==> src/rtl/matrix_result_streamer.sv <==
// Matrix result streamer: double-buffers 4x4 result matrices from the
// systolic array and streams them row-major over a valid/ready port.
//
// Ports:
//   i_clk         clock, rising edge
//   i_arst        asynchronous active-high reset
//   i_c           result matrix, i_c[r][c] = row r, column c
//   i_validResult one-cycle pulse, i_c valid in the same cycle
//   i_ready       downstream accepts o_data
//   o_data        current streamed element
//   o_valid       o_data valid (ACTIVE buffer full)
//   o_row/o_col   indices of o_data
//   o_last        o_data is element [3][3]
//   o_busy        any buffer holds a matrix
//   o_dropCount   matrices dropped, saturating at 255
module matrix_result_streamer #(
    parameter int N = 4,
    parameter int W = 16
) (
    input  logic                          i_clk,
    input  logic                          i_arst,
    input  logic [N-1:0][N-1:0][W-1:0]    i_c,
    input  logic                          i_validResult,
    input  logic                          i_ready,
    output logic [W-1:0]                  o_data,
    output logic                          o_valid,
    output logic [1:0]                    o_row,
    output logic [1:0]                    o_col,
    output logic                          o_last,
    output logic                          o_busy,
    output logic [7:0]                    o_dropCount
);

    typedef logic [N-1:0][N-1:0][W-1:0] mat_t;

    mat_t       act_q, act_d;
    mat_t       pend_q, pend_d;
    logic       act_full_q, act_full_d;
    logic       pend_full_q, pend_full_d;
    logic [3:0] idx_q, idx_d;
    logic [7:0] drop_q, drop_d;

    logic xfer;
    logic last_xfer;

    assign xfer      = act_full_q && i_ready;
    assign last_xfer = xfer && (idx_q == 4'd15);

    always_comb begin
        act_d       = act_q;
        pend_d      = pend_q;
        act_full_d  = act_full_q;
        pend_full_d = pend_full_q;
        idx_d       = idx_q;
        drop_d      = drop_q;

        if (xfer) begin
            idx_d = idx_q + 4'd1;
        end

        // End of matrix: promote PENDING without a bubble, else go idle.
        if (last_xfer) begin
            if (pend_full_q) begin
                act_d       = pend_q;
                pend_full_d = 1'b0;
                idx_d       = 4'd0;
            end else begin
                act_full_d = 1'b0;
            end
        end

        // Capture decisions use start-of-cycle flags; a last transfer
        // frees exactly one slot in the same cycle.
        if (i_validResult) begin
            if (!act_full_q || (last_xfer && !pend_full_q)) begin
                act_d      = i_c;
                act_full_d = 1'b1;
                idx_d      = 4'd0;
            end else if (!pend_full_q || last_xfer) begin
                pend_d      = i_c;
                pend_full_d = 1'b1;
            end else if (drop_q != 8'hFF) begin
                drop_d = drop_q + 8'd1;
            end
        end
    end

    always_ff @(posedge i_clk or posedge i_arst) begin
        if (i_arst) begin
            act_q       <= '0;
            pend_q      <= '0;
            act_full_q  <= 1'b0;
            pend_full_q <= 1'b0;
            idx_q       <= 4'd0;
            drop_q      <= 8'd0;
        end else begin
            act_q       <= act_d;
            pend_q      <= pend_d;
            act_full_q  <= act_full_d;
            pend_full_q <= pend_full_d;
            idx_q       <= idx_d;
            drop_q      <= drop_d;
        end
    end

    assign o_data      = act_q[idx_q[3:2]][idx_q[1:0]];
    assign o_valid     = act_full_q;
    assign o_row       = idx_q[3:2];
    assign o_col       = idx_q[1:0];
    assign o_last      = act_full_q && (idx_q == 4'd15);
    assign o_busy      = act_full_q || pend_full_q;
    assign o_dropCount = drop_q;

endmodule

==> config.mk <==
export PLATFORM = sky130hd
export DESIGN_NAME = matrix_result_streamer
export DESIGN_NICKNAME = d
export VERILOG_FILES = /design/src/rtl/matrix_result_streamer.sv
export SDC_FILE = /design/constraint.sdc
export NUM_CORES = 1
export LEC_CHECK = 0
export CAP_MARGIN = 20
export CORE_MARGIN = 4
export CORE_UTILIZATION = 55
export CTS_CLUSTER_SIZE = 20
export DETAILED_ROUTE_END_ITERATION = 8
export DONT_BUFFER_PORTS = 1
export HOLD_SLACK_MARGIN = 0.03
export PLACE_DENSITY = 0.7
export SLEW_MARGIN = 20
export SYNTH_ARGS = -nofsm -noshare
export SYNTH_HDL_FRONTEND = slang
export SYNTH_SLANG_ARGS = --single-unit
export TNS_END_PERCENT = 1
==> constraint.sdc <==
create_clock -name i_clk -period 32.4 [get_ports i_clk]
set_input_delay 8.1 -clock i_clk [delete_from_list [all_inputs] [get_ports i_clk]]
set_output_delay 8.1 -clock i_clk [all_outputs]
set_load 0.05 [all_outputs]
# Yosys cells after proc, flatten, opt, wreduce, memory -nomap -nowiden
# Cells that the tools add are included.
totals:
  reg_bits: 526
  inputBits: 260
  out_inout_bits: 31
  wordCells: 76
op_classes:
  addsub: 2
  n_lt_le_gt_ge: 2
  n_eq_ne: 2
  muxes: 21
  n_bitwise: 2
  n_reduce_logical: 11
ops:
  columns: ["operator", "n"]
  rows:
  - ["$mux W256", 4]
  - ["$bmux W64 S2", 1]
  - ["$mux W64", 1]
  - ["$bmux W16 S2", 1]
  - ["$mux W4", 5]
  - ["$mux W16", 1]
  - ["$add A8 B1 Y8 const B", 1]
  - ["$mux W1", 8]
  - ["$ne A8 B8 Y1 const B", 1]
  - ["$lt A2 B3 Y1 const B", 2]
  - ["$add A4 B1 Y4 const B", 1]
  - ["$eq A4 B4 Y1 const B", 1]
  - ["$logic_and A1 B1 Y1", 4]
  - ["$reduce_and A4 Y1", 1]
  - ["$logic_or A1 B1 Y1", 3]
  - ["$reduce_and A3 Y1", 1]
  - ["$logic_not A1 Y1", 2]
  - ["$not A1 Y1", 2]

# Longest topological paths before layout
# Gate-level depths: netlist of the first run.
depth:
  ltp_word: 6
  depth_mapped: 8
  mapped_depth_nobuf: 5

# Worst setup path before layout of the first run
# OpenSTA, ideal clock, no wires.
synth_path:
  path_kind: "reg2out"
  startpoint: "reg idx_q[2]"
  endpoint: "out o_data[10]"
  arrival_ns: 2.267
  required_ns: 24.300
  slack_ns: 22.033
  stages_incl_launch_ff: 8
  path_buffers: 4
  path_cell_list: "dfrtp_1 -> buf_2 -> buf_4 -> buf_4 -> buf_2 -> mux4_2 -> a22oi_1 -> nand2_1"
synth_between:
  elab_chain_len: 4
synth_rtl:
  columns: ["element", "line_no", "text"]
  rows:
  - ["start: declaration", "40", "logic [3:0] idx_q, idx_d;"]
  - ["start signal: assignment", "101", "idx_q <= idx_d;"]
  - ["$bmux W64 S2", "106", "assign o_data = act_q[idx_q[3:2]][idx_q[1:0]];"]
  - ["$mux W64 (not written as such)", "106", null]
  - ["$bmux W16 S2", "106", null]
  - ["$mux W16 (not written as such)", "106", null]
  - ["end: declaration", "25", "output logic [W-1:0] o_data,"]
# No other way between the ends. The select of a mux whose other input is x is not followed.

# Final worst setup path of the first run
layout_path:
  startpoint: "reg idx_q[2]"
  endpoint: "out o_data[12]"
# The elaborated chain is that of the path after synthesis.

==> out/metrics.yaml, run 1 <==
power_density_nw_per_um2: 103
syn_area_sq_um: 24500
synth_warnings: 0
clk_pin_slew_ns: 0.06
overflow: 0
postCtsResizedCells: 0
grtUsageTotal_pct: 29.2
vdd_ir_drop_max_mv: 0.0503
syn_avg_cell_area_sq_um: 13.0
post_drt_wl_per_cell_um: 28.7
die-area_sq_um: 47900
grt_first_pass_wirelength_mm: 105
drtPass1Iterations: 5
power_switching_uw: 980
synth_flop_cell: "dfrtp_1"
final_util_pct: 59.4
clock_skew_ns: 0.0106
fmax_ghz: 0.0862
clock_path_buffers: 3
cp-end-kind: "primary output"
clk_latency_ns: 0.60
p_leak_uw: 0.0105
io_buffers: 0
arrival_ns: 3.50
cap_violations: 0
synth_cell_types: 34
regArea_sq_um: 13200
via_count: 15800
drive_gt1_share_pct: 11.9
synth_seq_area_share_pct: 53.8
swShare_pct: 36.2
finalSetupTns_ns: 0
cts_setup_buffers: 0
startpoint_type: "flop"
cts_tree: "done"
slew_viol_final: 0
ctsHoldBuffers: 0
drc: 0
start_util_pct: 55.4
status: "finished, final reports clean"
grt_max_degree: 261
cp.required_ns: 24.30
p_int_uw: 1730
clkPwrFrac_pct: 23.4
synth.area.top_cells: "dfrtp_1, mux2i_1, mux2_1"
critPathMaxFanout: 42
coreArea_sq_um: 44100
synth.top_cell.area_share_pct: 53.8
die-width_um: 219
fillCellCount: 3512
dp_hpwl_mm: 45.5
synth_edf_count: 0
drt_iter0_markers: 1795
combPwrFrac_pct: 29.8
hp-class: "flop to flop"
setup_violations: 0
tightestPinTransition_ns: 1.17
cts.sinks: 526
yosysTopAreaCell: "dfrtp_1"
grt_pass1_vias: 15994
finalWirelength_mm: 69.8
p_seq_share_pct: 46.7
fin_nets: 2058
hold_violations: 0
htreeDepth: 2
antenna_left: 0
antenna_found_initial: 3
synthCells: 1889
die_height_um: 219
maxSlewHeadroom_pct: 21.7
antenna_cells: 0
area_delta_synth_final_pct: 7.13
ys_top_cells_by_count: "dfrtp_1, nand3_1, mux2i_1, mux2_1, o21ai_1"
async_reset_ff_share_pct: 100
yosysMostFrequentCell: "dfrtp_1"
cts_made_buffers: 54
num_rows: 77
multi_input_area_sq_um: 10300
rsz0062_at_grt: "no"
fin_crit_ns: 11.60
ios: 291
syn_nets: 2151
via_per_inst: 6.50
gp_congestion: 0.933
crit_type: "flop to primary output"
cts-root-buf: "clkbuf_16"
ys_ff_latch: 526
fin_crit_sh_pct: 35.8
[registers in the layout, indices dropped and copies added (netlist names)]
register     flops
o_dropCount      8
pend_q         256
act_q          256
idx_q            4
pend_full_q      1
o_valid          1
[cell families (layout without fill, tap and decap cells)]
logic type               Yosys count  after routing  synth area share (%)
AND/OR/NAND/NOR                  310            310                  6.39
AO/OA/AOI/OAI                    293            293                  6.37
buffers and inverters            169            120                  4.29
adder cells (fa/ha/maj)            2              2                 0.102
flip-flops                       526            526                  53.8
XOR/XNOR                          11             11                 0.394
multiplexers                     578            578                  28.7
[worst paths after layout]
check,from,endpoint,slack (ns),depth (start not counted)
min in group asynchronous,i_arst,pend_q[34],7.56,1
min reg2reg,pend_q[171],pend_q[171],0.49,1
min,pend_q[171],pend_q[171],0.49,1
max in group asynchronous,i_arst,pend_q[136],22.62,3
max,idx_q[2],o_data[12],20.80,4
max reg2reg,idx_q[2],act_q[66],28.23,7
[metal layers]
layer  track usage [%]  vias to the layer above  wire length [um]
met1              42.0                     8291             29600
met5                 0                        -                26
li1                  -                     6765                 -
met2              39.6                      625             29300
met3              11.8                      115              7810
met4              11.4                        4              3050
[critical path, stage by stage (launching register included)]
cell and delay, ns:
dfrtp_4 0.75, buf_4 0.78, mux4_2 0.60, a22oi_1 0.34, nand2_1 0.41
[layout make-up]
type	count	share of cell area (%)
multi-input combinational	1194	39.2
sequential	526	50.2
clock buffer	88	6.42
tap	592	2.83
timing repair buffer	16	0.711
inverter	4	0.0859
clock inverter	12	0.525
[power by group through the flow]
stage                     Sequential (uW)  Clock, uW  Combinational (uW)
after floorplan                      1130          0                 674
after global placement               1250          0                 775
after detailed placement             1260          0                 805
after CTS                            1250        643                 808
after global routing                 1290        675                 872
final                                1270        635                 808
[stage by stage]
stage / instance area, sq um / total power, uW / hold WS, ns / setup WS [ns] / std cells
6_report: 26200 / 2710 / 0.490 / 20.80 / 2432
5_1_grt: 26200 / 2840 / 0.499 / 20.65 / 2432
4_1_cts: 26200 / 2700 / 0.494 / 20.75 / 2432
3_5_place_dp: 24400 / 2060 / 0.481 / 21.38 / 2332
3_3_place_gp: 24400 / 2020 / 0.473 / 21.39 / 2332
2_1_floorplan: 24500 / 1800 / 0.464 / 9.60 / 1889
[layout by cell type (no fill, tap or decap), types with 20 or more instances in the layout]
cell type,Yosys,routed
o21ai_0,61,61
mux2i_1,257,257
nand2_1,20,20
nand3_1,262,262
dfrtp_1,526,523
mux2_1,213,213
o21ai_1,197,197
a22oi_1,32,32
mux2_4,27,27
clkbuf_16,0,57
mux4_2,64,64
(Power assumes the default switching activity.)
==> inputs of run 2 (changes only) <==
--- a/config.mk
+++ b/config.mk
@@ -12,7 +12,7 @@
 export DETAILED_ROUTE_END_ITERATION = 8
 export DONT_BUFFER_PORTS = 1
 export HOLD_SLACK_MARGIN = 0.03
-export PLACE_DENSITY = 0.7
+export PLACE_DENSITY = 0.73
 export SLEW_MARGIN = 20
 export SYNTH_ARGS = -nofsm -noshare
 export SYNTH_HDL_FRONTEND = slang
==> constraint.sdc (replaced) <==
create_clock -name i_clk -period 9.4 [get_ports i_clk]
set_input_delay 2.35 -clock i_clk [delete_from_list [all_inputs] [get_ports i_clk]]
set_output_delay 2.35 -clock i_clk [all_outputs]
set_load 0.05 [all_outputs]
==> out/metrics.yaml, run 2 (synthesized netlist as in run 1, its figures left out) <==
htreeDepth: 2  # unchanged
cap_violations: 0  # unchanged
final_util_pct: 59.6  # was 59.4%
crit_family: "flip-flops"  # was buffers and inverters
hold_violations: 0  # unchanged
start_util_pct: 55.4  # unchanged
drive_gt1_share_pct: 12.4  # was 11.9%
slowest_stage: "dfrtp_2"  # was buf_4
fin_crit_ns: 5.73
cts_setup_buffers: 0  # unchanged
post_drt_wl_per_cell_um: 28.6  # was 28.7 um
rsz0062_at_grt: "no"  # unchanged
cpPeakStageDelay_ns: 0.75  # was 0.78 ns
whs_ns: 0.490  # about the same
status: "finished, final reports clean"  # unchanged
clk_pin_slew_ns: 0.06  # about the same
antenna_found_initial: 7  # was 3
cts-root-buf: "clkbuf_16"  # unchanged
cts.sinks: 526  # unchanged
clk_latency_ns: 0.61  # was 0.60 ns
crit_type: "flop to primary output"  # unchanged
grtUsageTotal_pct: 28.9  # was 29.2%
cp.required_ns: 7.05  # was 24.30 ns
die-area_sq_um: 47900  # unchanged
vdd_ir_drop_max_mv: 0.182  # was 0.0503 mV
coreArea_sq_um: 44100  # unchanged
path_cells: "buf_4, mux4_2, a22oi_1, nand2_1"  # unchanged
power_uw: 9360  # was 2710 uW
fin_crit_sh_pct: 61.0
area_delta_synth_final_pct: 7.59  # was 7.13%
via_count: 15858  # was 15800
die-width_um: 219  # unchanged
cts_tree: "done"  # unchanged
drt_iter0_markers: 1823  # was 1795
p_leak_uw: 0.0106  # was 0.0105 uW
final_common_cell: "dfrtp_1"  # unchanged
arrival_ns: 3.38  # was 3.50 ns
dp_hpwl_mm: 46.3  # was 45.5 mm
setup_violations: 0  # unchanged
num_rows: 77  # unchanged
maxSlewHeadroom_pct: 28.9  # was 21.7%
startpoint_type: "flop"  # unchanged
drc: 0  # unchanged
via_per_inst: 6.46  # was 6.50
gp_congestion: 0.950  # was 0.933
die_height_um: 219  # unchanged
clock_skew_ns: 0.0211  # was 0.0106 ns
cp-end-kind: "primary output"  # unchanged
finalWirelength_mm: 70.0  # was 69.8 mm
multi_input_area_sq_um: 10300  # unchanged
grt_pass1_vias: 15928  # was 15994
hp-class: "flop to flop"  # unchanged
critPathMaxFanout: 17  # was 42
worst-path-buf-inv: 1  # unchanged
fin_nets: 2061  # was 2058
ctsHoldBuffers: 0  # unchanged
slew_viol_final: 0  # unchanged
clock_path_buffers: 3  # unchanged
grt_first_pass_wirelength_mm: 104  # was 105 mm
fmax_ghz: 0.174
mostFrequentLayoutCells: "dfrtp_1, nand3_1, mux2i_1"  # unchanged
power_density_nw_per_um2: 356  # was 103 nW/um^2
fillCellCount: 3425  # was 3512
ios: 291  # unchanged
grt_max_degree: 261  # unchanged
cts_made_buffers: 54  # unchanged
final_area_sq_um: 26300  # was 26200 sq um
regArea_sq_um: 13200  # unchanged
antenna_left: 0  # unchanged
placed_cell_area_sq_um: 24400  # about the same
tightestPinTransition_ns: 1.07  # was 1.17 ns
io_buffers: 0  # unchanged
overflow: 0  # unchanged
drtPass1Iterations: 7  # was 5
postCtsResizedCells: 0  # unchanged
[run 2: through the flow]
stage          TNS, ns  std cells  worst slack [ns]
2_1_floorplan   -51.63       1889           -0.0982
3_3_place_gp         0       2334              4.21
3_5_place_dp         0       2334              4.21
4_1_cts              0       2434              3.56
5_1_grt              0       2441              3.59
6_report             0       2453              3.67
[run 2: worst reg2reg max path, stage by stage (launching register included)]
cell and delay [ns]:
dfrtp_2 0.75, buf_4 0.51, ha_1 0.41, nand4_4 0.19, o21ai_4 0.45, buf_4 0.84, buf_4 0.95, nand3_1 0.21
o21ai_1 0.12
[run 2: report_power, final]
group          internal, uW  switching (uW)
Clock                  1320             907
Combinational          1290            1520
Sequential             3380             951
[run 2: path summary, 6_finish.rpt]
path,from,depth (start not counted),slack (ns),to
worst max-delay path,idx_q[0],4,3.67,o_data[5]
worst min-delay path,pend_q[165],1,0.49,pend_q[165]
worst max register to register,idx_q[0],8,4.89,act_q[185]
worst min register to register,pend_q[165],1,0.49,pend_q[165]
max in group asynchronous,i_arst,3,6.03,pend_q[12]
min in group asynchronous,i_arst,2,1.85,pend_q[39]
[run 2: cell type report]
cell class,instances,share of cell area (%)
timing repair buffer,19,0.884
clock inverter,23,1.05
antenna,18,0.171
tap,592,2.81
clock buffer,77,5.96
multi-input combinational,1194,39.0
inverter,4,0.0713
sequential,526,50.0
[run 2: per-layer routing]
| metal | GRT usage [%] | share of wire, % | up-vias | wire length [um] |
|---|---|---|---|---|
| met2 | 39.7 | 43 | 693 | 30100 |
| met1 | 39.8 | 40 | 8248 | 28000 |
| met4 | 14.5 | 5.6 | 0 | 3920 |
| li1 | - | - | 6775 | - |
| met5 | 0 | 0 | - | 0 |
| met3 | 11.9 | 11 | 142 | 7990 |
==> inputs of run 3 (changes only) <==
--- a/config.mk
+++ b/config.mk
@@ -12,7 +12,7 @@
 export DETAILED_ROUTE_END_ITERATION = 8
 export DONT_BUFFER_PORTS = 1
 export HOLD_SLACK_MARGIN = 0.03
-export PLACE_DENSITY = 0.73
+export PLACE_DENSITY = 0.7
 export SLEW_MARGIN = 20
 export SYNTH_ARGS = -nofsm -noshare
 export SYNTH_HDL_FRONTEND = slang
==> constraint.sdc (replaced) <==
create_clock -name i_clk -period 5.86 [get_ports i_clk]
set_input_delay 1.465 -clock i_clk [delete_from_list [all_inputs] [get_ports i_clk]]
set_output_delay 1.465 -clock i_clk [all_outputs]
set_load 0.05 [all_outputs]
==> out/metrics.yaml, run 3 (synthesized netlist as in run 1, its figures left out) <==
r2r.worst_path.cells: 7  # was 8
final_common_cell: "dfrtp_1"  # unchanged
status: "finished, final reports clean"  # unchanged
drc: 0  # unchanged
fin_nets: 2061  # unchanged
post_drt_wl_per_cell_um: 28.1  # was 28.6 um
r2r_setup_slack_ns: 1.86  # was 4.89 ns
arrival_ns: 3.10  # was 3.38 ns
antenna_left: 0  # unchanged
drt_iter0_markers: 1507  # was 1823
cp-end-kind: "primary output"  # unchanged
cp.required_ns: 4.39  # was 7.05 ns
cts_setup_buffers: 0  # unchanged
crit_end: "o_data[6]"  # was o_data[5]
start_util_pct: 55.4  # unchanged
setup_violations: 0  # unchanged
htreeDepth: 2  # unchanged
fin_crit_sh_pct: 77.8
clock_skew_ns: 0.0159  # was 0.0211 ns
via_count: 15652  # was 15858
gp_congestion: 0.967  # was 0.950
clk_pin_slew_ns: 0.06  # about the same
ios: 291  # unchanged
finalSetupTns_ns: 0  # unchanged
fin_crit_ns: 4.56
grt_first_pass_wirelength_mm: 103  # was 104 mm
crit_type: "flop to primary output"  # unchanged
cts-root-buf: "clkbuf_16"  # unchanged
slowest_stage: "dfrtp_2"  # unchanged
rsz0062_at_grt: "no"  # unchanged
cts_made_buffers: 53  # was 54
crit_family: "flip-flops"  # unchanged
coreArea_sq_um: 44100  # unchanged
overflow: 0  # unchanged
postCtsResizedCells: 0  # unchanged
mostFrequentLayoutCells: "dfrtp_1, nand3_1, mux2i_1"  # unchanged
maxSlewHeadroom_pct: 26.4  # was 28.9%
die_height_um: 219  # unchanged
cap_violations: 0  # unchanged
final_util_pct: 59.3  # was 59.6%
cpPeakStageDelay_ns: 1.00  # was 0.75 ns
critPathMaxFanout: 41  # was 17
drtPass1Iterations: 5  # was 7
dp_hpwl_mm: 45.4  # was 46.3 mm
crit_cells: 4  # unchanged
hp-class: "flop to flop"  # unchanged
clock_path_buffers: 3  # unchanged
clk_latency_ns: 0.59  # was 0.61 ns
slew_viol_final: 0  # unchanged
vdd_ir_drop_max_mv: 0.312  # was 0.182 mV
fillCellCount: 3512  # was 3425
multi_input_area_sq_um: 10300  # unchanged
die-width_um: 219  # unchanged
finalWirelength_mm: 68.5  # was 70.0 mm
antenna_found_initial: 4  # was 7
num_rows: 77  # unchanged
hold_violations: 0  # unchanged
regArea_sq_um: 13200  # unchanged
startpoint_type: "flop"  # unchanged
grt_max_degree: 261  # unchanged
p_leak_uw: 0.0105  # was 0.0106 uW
grt_pass1_vias: 15661  # was 15928
r2r-start: "idx_q[3]"  # was idx_q[0]
cts_tree: "done"  # unchanged
ctsHoldBuffers: 0  # unchanged
fmax_ghz: 0.219
worst-path-buf-inv: 1  # unchanged
via_per_inst: 6.43  # was 6.46
power_density_nw_per_um2: 563  # was 356 nW/um^2
path_cells: "buf_4, nor2b_1, a22oi_1, nand2_1"  # was buf_4, mux4_2, a22oi_1, nand2_1
tightestPinTransition_ns: 1.10  # was 1.07 ns
r2r_end: "act_q[17]"  # was act_q[185]
crit_path_start: "idx_q[3]"  # was idx_q[0]
area_delta_synth_final_pct: 6.95  # was 7.59%
grtUsageTotal_pct: 28.6  # was 28.9%
cts.sinks: 526  # unchanged
io_buffers: 0  # unchanged
die-area_sq_um: 47900  # unchanged
drive_gt1_share_pct: 12.0  # was 12.4%
run 3: report_power, final:
| group | internal (uW) | leakage [uW] | total, uW | switching (uW) |
|---|---|---|---|---|
| sequential | 5420 | 0.00652 | 7010 | 1590 |
| combinational | 2080 | 0.00316 | 4450 | 2370 |
| clock | 1880 | 0.000830 | 3280 | 1400 |
| total | 9370 | 0.0105 | 14700 | 5370 |
run 3: how the worst min path moves through the flow:
stage	start	cells past startpoint	endpoint	slack, ns
global placement	pend_q[230]	1	pend_q[230]	0.47
floorplan	pend_q[100]	1	pend_q[100]	0.46
CTS	pend_q[197]	1	pend_q[197]	0.49
detailed placement	pend_q[180]	1	pend_q[180]	0.48
global route	pend_q[183]	1	pend_q[183]	0.50
finish	pend_q[237]	1	pend_q[237]	0.49
run 3: cell type report:
type,instances,area share [%]
multi-input combinational,1194,39.3
clock inverter,14,0.373
antenna,5,0.0478
sequential,526,50.3
clock buffer,80,5.99
tap,592,2.83
timing repair buffer,20,1.10
inverter,4,0.0717
run 3: metal layers:
| layer | routed length (um) | up-vias | share of wire [%] | global-route usage (%) |
|---|---|---|---|---|
| met5 | 27 | - | 0.039 | 0 |
| met4 | 2610 | 4 | 3.8 | 10.3 |
| met3 | 7010 | 111 | 10 | 9.68 |
| met2 | 29400 | 564 | 43 | 39.6 |
| met1 | 29500 | 8200 | 43 | 42.0 |
| li1 | - | 6773 | - | - |
run 3: per-stage QoR:
| stage | std cells | setup slack (ns) | total power [uW] | hold slack, ns | cell area, sq um |
|---|---|---|---|---|---|
| floorplan | 1889 | -2.75 | 9970 | 0.464 | 24500 |
| global placement | 2335 | 1.84 | 11200 | 0.473 | 24500 |
| detailed placement | 2335 | 1.84 | 11400 | 0.481 | 24500 |
| CTS | 2429 | 1.18 | 14700 | 0.494 | 26100 |
| global route | 2434 | 1.18 | 15500 | 0.502 | 26200 |
| finish | 2435 | 1.30 | 14700 | 0.489 | 26200 |
